`config.mk`:
```
export PLATFORM = sky130hd
export DESIGN_NAME = sqrt_reconstruct
export DESIGN_NICKNAME = d
export VERILOG_FILES = /design/src/rtl/sqrt_reconstruct.sv
export SDC_FILE = /design/constraint.sdc
export NUM_CORES = 1
export LEC_CHECK = 0
export BUFFER_PORTS_ARGS = -buffer_cell sky130_fd_sc_hd__buf_2
export CORE_MARGIN = 2
export CORE_UTILIZATION = 30
export DETAILED_ROUTE_END_ITERATION = 7
export PLACE_DENSITY_LB_ADDON = 0.05
export RECOVER_POWER = 25
export REMOVE_ABC_BUFFERS = 1
export SETUP_SLACK_MARGIN = 0.5
export SYNTH_ARGS = -nofsm -noshare
export SYNTH_HDL_FRONTEND = slang
export SYNTH_SLANG_ARGS = --single-unit
```
`constraint.sdc`:
```
create_clock -name clk -period 3.94 [get_ports clk]
set_clock_uncertainty 0.05 [all_clocks]
set_input_delay 0.591 -clock clk [delete_from_list [all_inputs] [get_ports clk]]
set_output_delay 0.591 -clock clk [all_outputs]
set_load 0.005 [all_outputs]
```
`src/rtl/sqrt_reconstruct.sv`:
```
// Rebuilds a radicand A = Q*Q + R from an integer root and remainder.
// Iterative shift-add multiplier: one bit of Q is retired per clock, valid/ready on both sides.
module sqrt_reconstruct #(
  parameter int QW = 5,
  parameter int RW = QW + 1,
  parameter int AW = 2 * QW
) (
  input  logic          clk,
  input  logic          rst_n,
  input  logic          in_valid,
  output logic          in_ready,
  input  logic [QW-1:0] q_in,
  input  logic [RW-1:0] r_in,
  output logic          out_valid,
  input  logic          out_ready,
  output logic [AW-1:0] a_out,
  output logic          ovf,
  output logic          rem_err
);

  localparam int CW = (QW > 1) ? $clog2(QW) : 1;

  typedef enum logic [1:0] {
    IDLE = 2'd0,
    RUN  = 2'd1,
    DONE = 2'd2
  } state_t;

  state_t        state_q, state_d;
  logic [AW:0]   acc_q, acc_d;
  logic [QW-1:0] mcand_q, mcand_d;
  logic [QW-1:0] mult_q, mult_d;
  logic [CW-1:0] cnt_q, cnt_d;
  logic          rem_err_reg_q, rem_err_reg_d;
  logic [AW-1:0] a_out_q, a_out_d;
  logic          ovf_q, ovf_d;
  logic          rem_err_q, rem_err_d;
  logic [AW:0]   addend;

  // Partial product for the current multiplier bit; the extra top bit keeps the sum from wrapping.
  assign addend = {{(AW + 1 - QW){1'b0}}, mcand_q} << cnt_q;

  always_comb begin
    state_d       = state_q;
    acc_d         = acc_q;
    mcand_d       = mcand_q;
    mult_d        = mult_q;
    cnt_d         = cnt_q;
    rem_err_reg_d = rem_err_reg_q;
    a_out_d       = a_out_q;
    ovf_d         = ovf_q;
    rem_err_d     = rem_err_q;
    case (state_q)
      IDLE: begin
        if (in_valid) begin
          acc_d         = {{(AW + 1 - RW){1'b0}}, r_in};
          mcand_d       = q_in;
          mult_d        = q_in;
          cnt_d         = '0;
          rem_err_reg_d = (r_in > {q_in, 1'b0});
          state_d       = RUN;
        end
      end
      RUN: begin
        if (mult_q[0]) begin
          acc_d = acc_q + addend;
        end
        mult_d = mult_q >> 1;
        if (cnt_q == CW'(QW - 1)) begin
          // Final bit: publish the completed sum; outputs stay frozen until the next op finishes.
          state_d   = DONE;
          a_out_d   = acc_d[AW-1:0];
          ovf_d     = acc_d[AW];
          rem_err_d = rem_err_reg_q;
        end else begin
          cnt_d = cnt_q + 1'b1;
        end
      end
      DONE: begin
        if (out_ready) begin
          state_d = IDLE;
        end
      end
      default: state_d = IDLE;
    endcase
  end

  always_ff @(posedge clk or negedge rst_n) begin
    if (!rst_n) begin
      state_q       <= IDLE;
      acc_q         <= '0;
      mcand_q       <= '0;
      mult_q        <= '0;
      cnt_q         <= '0;
      rem_err_reg_q <= 1'b0;
      a_out_q       <= '0;
      ovf_q         <= 1'b0;
      rem_err_q     <= 1'b0;
    end else begin
      state_q       <= state_d;
      acc_q         <= acc_d;
      mcand_q       <= mcand_d;
      mult_q        <= mult_d;
      cnt_q         <= cnt_d;
      rem_err_reg_q <= rem_err_reg_d;
      a_out_q       <= a_out_d;
      ovf_q         <= ovf_d;
      rem_err_q     <= rem_err_d;
    end
  end

  assign in_ready  = (state_q == IDLE);
  assign out_valid = (state_q == DONE);
  assign a_out     = a_out_q;
  assign ovf       = ovf_q;
  assign rem_err   = rem_err_q;

endmodule

```
**Word-level counts from Yosys, hierarchy flattened**

Cells that the tools add are included.
W data, S select, Z words.

- Bits in registers: 39
- Latch bits: 0
- Memory bits (writable): 0
- Memory bits (read-only): 0
- Bits of input ports: 15
- Output and inout bits: 14
- Word-level logic and storage cells: 39
- Memories: 0

- Add/sub/neg operators: 2
- $mul: 0
- Div/mod/pow operators: 0
- Order comparisons: 1
- Equal/unequal tests: 7
- Shifts and indexed selects: 1
- Mux-type cells: 12
- Bitwise logic cells: 0
- Reduce and logical (&&, ||, !) cells: 7

Operators with widths:

| kind | number |
|---|---|
| $mux W11 | 2 |
| $pmux W11 S2 | 1 |
| $add A11 B11 Y11 | 1 |
| $shl A5 B3 Y11 | 1 |
| $pmux W5 S2 | 1 |
| $gt A6 B6 Y1 | 1 |
| $mux W2 | 3 |
| $mux W3 | 2 |
| $ne A2 B2 Y1 const B | 3 |
| $pmux W2 S3 | 1 |
| $pmux W3 S2 | 1 |
| $reduce_and A2 Y1 | 3 |
| $reduce_and A3 Y1 | 2 |
| $mux W5 | 1 |
| $add A3 B1 Y3 const B | 1 |
| $eq A3 B3 Y1 const B | 1 |
| $eq A2 B1 Y1 const B | 1 |
| $eq A2 B2 Y1 const B | 1 |
| $logic_not A2 Y1 | 1 |
| $ne A2 B1 Y1 const B | 1 |
| $reduce_bool A2 Y1 | 1 |

**Logic depth before layout (Yosys ltp)**

Gate-level depths: netlist of the first run.

- Word-level depth: 4
- Mapped depth: 13
- Depth with buffers taken out: 12

**Worst setup path after synthesis of the first run**

OpenSTA, ideal clock, no wires.

- Path type: flip-flop to flip-flop
- Start point: register cnt_q[0]
- End point: register ovf_q (netlist: ovf)
- Setup time: 0.069 ns
- Data arrival time: 2.616 ns
- Path slack: 1.205 ns
- Cell stages (with the launch flop): 11
- Buffers on the path: 1
- Clock period less this slack: 2.735 ns
- Cells stage by stage: dfrtp_1 > buf_6 > mux2i_1 > or3_1 > fa_1 > nor2b_1 > o31a_2 > o22ai_2 > o211a_1 > or4_1 > nand3_1

- Word-level cells in the longest chain between the ends: 3
- Elaborated cells between the ends (all ways): 5
- Those cells by class: add/sub (1); eq/ne (1); shift (1); mux (1); reduce/logical (1)

Ends and longest elaborated chain:

| item | RTL line | RTL |
|---|---|---|
| start, declared | 33 | `logic [CW-1:0] cnt_q, cnt_d;` |
| start signal, assigned | 104 | `cnt_q <= cnt_d;` |
| $shl A5 B3 Y11 | 41 | `assign addend = {{(AW + 1 - QW){1'b0}}, mcand_q} << cnt_q;` |
| $add A11 B11 Y11 | 66 | `acc_d = acc_q + addend;` |
| $mux W11 | 65 | `if (mult_q[0]) begin` |
| end signal, assigned | 107 | `ovf_q <= ovf_d;` |
| end, declared | 36 | `logic ovf_q, ovf_d;` |

Several ways; a longest one is shown, not always the timed one.
A chain may end at the register's enable or synchronous reset.

**Final worst setup path of the first run**

Ends and elaborated chain as after synthesis.

==> reports/metrics.yaml, run 1 <==
grt:
  grt_overflow: 0
  grt_max_degree: 40
  grt_pass1_vias: 2024
  grt_pass1_wl_mm: 10.4
  antenna_found_initial: 0
  grtUsageTotal_pct: 15.4
worst_setup_path:
  cp-startpoint: "cnt_q[0]"
  cp_max_fo: 9
  r2r_setup_slack_ps: 950
  r2r_end: "ovf"
  critPathRequiredTime_ps: 4120
  critPathLaunchType: "flip-flop"
  path_class: "flip-flop to flip-flop"
  slowest_delay_ps: 530
  ff2ff_path_depth: 10
  path_delay_family: "compound AO/OA/AOI/OAI gates"
  crit_path_end: "ovf"
  slowest_stage: "dfrtp_1"
  end_kind: "flip-flop"
  crit_cells: 10
  worst_ep_arrival_time_ps: 3170
  timing.rr.start: "cnt_q[0]"
  path_cells: "mux2_2 > o21ai_0 > o22ai_1 > ha_1 > o21a_2 > o31a_2 > o22ai_2 > o211a_1 > or4_1 > nand3_1"
  critPathBufInv: 0
clock_network:
  cts_tree: "yes"
  cts_setup_buffers: 0
  clock_latency_ps: 290
  cts_hold_buffers: 0
  cts_resized: 0
  cts_buffers: 5
  clock_sinks: 39
  cts-root-buf: "clkbuf_8"
  cts_buffer_depth: 2
  clkTransAtPathRegs_ps: 70
  htree_num_levels: 2
synthesis:
  syn_area_per_cell_um2: 8.60
  async_flop_share_pct: 100
  synthCells: 286
  syn-cell-area_um2: 2460
  yosys.cell_types.count: 43
  synth-seq-area-share_pct: 39.7
  yosys_most_used_dff: "dfrtp_1"
  yosysWarnings: 0
  synth_edf_count: 0
  synth-seq-cells: 39
sta:
  rsz0062_at_grt: "no"
  slew-limit-headroom_pct: -49.9
  tightest_slew_ps: 2250
  post-route-period-util_pct: 75.8
  report.final.hold_viol_count: 0
  slew_viol_final: 40
  fin_hold_ws_ps: 424
  tns_ps: 0
  setup_viol: 0
  max_freq_mhz: 335
  final.min_clock_period_ps: 2990
outcome:
  violations: "capacitance limit, slew limit"
  outcome: "finished, violations left"
routing:
  wirelength_mm: 6.17
  avgRoutedWirePerCell_um: 14.9
  dr.max_layer_used: "met4"
  drc: 0
  wl_met3_um: 155
  viasPerCell: 4.85
  wl_met2_mm: 2.76
  dr.pass1.iters: 4
  drtIter0Drc: 75
  antenna_left: 0
  wirelength_met1_mm: 3.17
  vias: 2011
layout:
  area_delta_synth_final_pct: 12.5
  layout_common_cells: "47 x nand2_1, 39 x dfrtp_1, 35 x o21ai_0, 27 x buf_2, 24 x a21oi_1"
  n_fill_cell: 891
  layout_commonest_cell: "nand2_1"
  diodes: 0
  fin_util_pct: 34.2
  final_layout_size_suffix_gt1_share_pct: 13.5
  nets: 344
floorplanning:
  coreArea_um2: 8090
  std_cell_rows: 33
  initial_core_util_pct: 30.4
  die_x_um: 94.5
  die_area_um2: 8940
  pin_count: 29
  die_h_um: 94.5
placement:
  gp_congestion: 0.788
  io_buffers: 28
  place_hpwl_mm: 4.55
power:
  p_per_area_nw_per_um2: 875
  ir_drop_mv: 0.205
  p_leak_nw: 1.28
run:
  maxCapViolCount: 1
hold_path:
  min_from: "a_out[3]"
  min_path_type: "flip-flop to flip-flop"
-- metrics by stage --
stage	setup slack [ps]	power, W	cell area (um2)	cells
after CTS	940	0.00246	2770	415
after global placement	976	0.00220	2700	409
after detailed placement	955	0.00220	2700	409
final	953	0.00242	2770	415
after floorplan	1210	0.00177	2400	273
after global routing	687	0.00270	2770	415
-- synth_stat cells, drive strengths merged, types with 5 or more instances --
master | n | area, um2
nor3 | 5 | 25.0
nor3b | 7 | 52.6
ha | 17 | 213
a21oi | 24 | 120
dfrtp | 39 | 976
inv | 14 | 52.6
nor2 | 16 | 60.1
clkbuf | 10 | 37.5
nand2 | 47 | 176
o21a | 6 | 46.3
and2 | 5 | 31.3
o21ai | 36 | 180
mux2i | 8 | 80.1
-- final cells by class --
cell class | instances | area (um2) | share of cell area [%]
timing repair buffer | 31 | 161 | 5.83
sequential | 39 | 976 | 35.3
inverter | 14 | 52.6 | 1.90
tap | 105 | 131 | 4.75
clock buffer | 6 | 72.6 | 2.62
multi-input combinational | 220 | 1370 | 49.6
-- worst min-delay path by stage --
stage	slack, ps	endpoint	cells past startpoint
floorplan	250	a_out[0]	0
global placement	410	a_out[3]	2
detailed placement	410	rem_err	2
CTS	420	state_q[1]	2
global route	430	state_q[1]	2
finish	420	a_out[3]	2
-- metal layers --
layer	track usage [%]	up-vias
met5	0	-
met1	21.3	927
met4	4.71	0
met3	2.87	6
met2	24.7	31
li1	-	1047
-- state kept, by name, summed over array words and instances, names as in the netlist --
name and cells:
rem_err 1, mult_q 5, state_q 2, a_out 10, cnt_q 3, mcand_q 5
rem_err_reg_q 1, acc_q 11, ovf 1
-- report_power, final --
| part | internal [W] | leakage [nW] | switching (W) |
|---|---|---|---|
| combinational | 0.000613 | 0.757 | 0.000770 |
| clock | 0.000118 | 0.0371 | 0.000141 |
| sequential | 0.000577 | 0.489 | 0.000202 |
-- worst register-to-register path: stages (launching register included) --
cell,delay (ps)
dfrtp_1,530
mux2_2,400
o21ai_0,230
o22ai_1,130
ha_1,320
o21a_2,150
o31a_2,180
o22ai_2,120
o211a_1,270
or4_1,470
nand3_1,90
-- kinds of logic (layout without fill, tap and decap cells) --
family	Yosys count	after routing	synth area share, %
simple gates	99	99	18.8
xor+xnor	6	6	2.14
buf+inv	27	51	4.48
compound gates	86	86	20.8
flops	39	39	39.7
mux	11	11	4.63
fa+ha+maj	18	18	9.47
Note: power is estimated with default switching activity, not from simulation.
==> run 2, diff against run 1 <==
clock period = 2.9 ns   (was 3.94 ns; I/O delays follow)
==> run 2 against run 1 <==
Final cell count rose by 5.3%. Design area rose by 14%. Sequential cell count did not move. Sequential share of layout area fell by 4.2 points. Critical path depth rose by 1. Critical path type unchanged. Die area did not move. Clock power rose by 90%. Non-clock buffer count rose by 20. Via count rose by 6.0%. Maximum frequency rose by 9.4%. The run still ends with capacitance limit, slew limit left. Largest power group unchanged.
==> reports/metrics.yaml, run 2 (synthesis results as in run 1) <==
layout:
  final_area_um2: 3150
  multi_input_area_um2: 1540
  area_delta_synth_final_pct: 27.9
  layout_common_cells: "45 x nand2_1, 38 x dfrtp_1, 27 x buf_2, 23 x a21oi_1, 23 x o21ai_0"
  largest-register: "acc_q"
  layout_commonest_cell: "nand2_1"
  n_fill_cell: 899
  largest_reg_flops: 11
  final-seq-area_um2: 977
  nets: 364
  diodes: 0
  final_layout_size_suffix_gt1_share_pct: 28.0
floorplanning:
  die_area_um2: 8940
  initial_core_util_pct: 30.4
  pin_count: 29
  die_h_um: 94.5
  die_x_um: 94.5
  std_cell_rows: 33
  coreArea_um2: 8090
worst_setup_path:
  slowest_stage: "dfrtp_2"
  cp_max_fo: 7
  worst_ep_arrival_time_ps: 2920
  slowest_delay_ps: 490
  path_class: "flip-flop to flip-flop"
  critPathLaunchType: "flip-flop"
  crit_path_end: "ovf"
  timing.rr.start: "cnt_q[0]"
  ff2ff_path_depth: 11
  path_delay_family: "compound AO/OA/AOI/OAI gates"
  critPathRequiredTime_ps: 3090
  path_cells: "mux2_4 > buf_6 > nor2_4 > a211oi_2 > ha_2 > o21a_2 > o31a_4 > o22ai_4 > o211a_1 > or4_1 > nand3_1"
  r2r_end: "ovf"
  end_kind: "flip-flop"
  r2r_setup_slack_ps: 170
  cp-startpoint: "cnt_q[0]"
  critPathBufInv: 1
  crit_cells: 11
hold_path:
  min_path_type: "input pin to flip-flop"
  min_from: "out_ready"
sta:
  tns_ps: 0
  slew_viol_final: 40
  rsz0062_at_grt: "yes"
  slew-limit-headroom_pct: -46.3
  post-route-period-util_pct: 94.1
  setup_slack_ps: 170
  setup_viol: 0
  final.min_clock_period_ps: 2730
  max_freq_mhz: 366
  tightest_slew_ps: 2190
  report.final.hold_viol_count: 0
clock_network:
  clock_latency_ps: 300
  cts_buffer_depth: 2
  cts_buffers: 5
  clock_sinks: 39
  cts_tree: "yes"
  cts-root-buf: "clkbuf_8"
  clkTransAtPathRegs_ps: 90
  cts_hold_buffers: 0
  htree_num_levels: 2
grt:
  grt_pass1_wl_mm: 10.9
  grt_pass1_vias: 2096
  grtUsageTotal_pct: 16.2
  grt_max_degree: 40
  grt_overflow: 0
  antenna_found_initial: 0
placement:
  place_ws_ps: -1.40
  place_hpwl_mm: 4.91
  gp_congestion: 0.843
  dpl_cell_area_um2: 2790
  io_buffers: 28
power:
  p_per_area_nw_per_um2: 1320
  power.internal_w: 0.00234
  p_leak_nw: 1.43
  seqPwrFrac_pct: 25.4
  swShare_pct: 43.7
  ir_drop_mv: 0.361
  pwr-share-comb_pct: 62.8
  power.switching_w: 0.00181
  clkPwrFrac_pct: 11.8
run:
  maxCapViolCount: 1
outcome:
  violations: "capacitance limit, slew limit"
  outcome: "finished, violations left"
routing:
  drc: 0
  wl_met3_um: 181
  wl_met2_mm: 3.12
  wirelength_mm: 6.66
  avgRoutedWirePerCell_um: 15.2
  antenna_left: 0
  wirelength_met1_mm: 3.30
  vias: 2132
  viasPerCell: 4.88
  drtIter0Drc: 73
  dr.max_layer_used: "met4"
  dr.pass1.iters: 4
run 2: changes by cell type in the layout (fill, tap and decap cells not counted), sizes merged:
cell	delta
buf	+20
bufinv	+1
clkinv	+1
run 2: layout make-up:
cell class                 count  share of cell area (%)
clock buffer                   6                    2.63
clock inverter                 2                    1.11
inverter                      14                    1.67
multi-input combinational    220                    49.1
sequential                    39                    31.1
tap                          105                    4.18
timing repair buffer          51                    10.3
run 2: stage by stage:
step | utilization, % | std cells | hold WS, ps | power (W)
4_1_cts | 37.2 | 432 | 255 | 0.00386
5_1_grt | 38.9 | 437 | 290 | 0.00454
3_3_place_gp | 34.5 | 422 | 407 | 0.00319
3_5_place_dp | 34.5 | 422 | 413 | 0.00319
2_1_floorplan | - | 273 | 89.4 | 0.00241
6_report | 38.9 | 437 | 263 | 0.00415
run 2: how the worst min path moves through the flow:
stage                 endpoint  cells past startpoint  slack [ps]
detailed placement     rem_err                      2         410
global placement      a_out[8]                      1         410
global route        state_q[1]                      2         290
floorplan             a_out[0]                      0          90
CTS                 state_q[1]                      2         250
finish              state_q[1]                      2         260
run 2: power by group through the flow:
| stage | sequential (W) | combinational, W | clock (W) |
|---|---|---|---|
| 4_1_cts | 0.00105 | 0.00231 | 0.000503 |
| 3_5_place_dp | 0.00105 | 0.00214 | 0 |
| 5_1_grt | 0.00110 | 0.00291 | 0.000531 |
| 6_report | 0.00105 | 0.00261 | 0.000491 |
| 3_3_place_gp | 0.00105 | 0.00214 | 0 |
| 2_1_floorplan | 0.00100 | 0.00140 | 0 |
run 2: timing repair:
item,in CTS,in global routing
pin swaps,8,17
setup buffers,2,5
resized for setup,27,24
setup endpoints to repair,14,14
run 2: routing by layer:
| layer | GRT usage (%) | vias up |
|---|---|---|
| met5 | 0 | - |
| met4 | 5.19 | 0 |
| met3 | 2.55 | 4 |
| met2 | 26.1 | 28 |
| met1 | 22.4 | 1006 |
| li1 | - | 1094 |
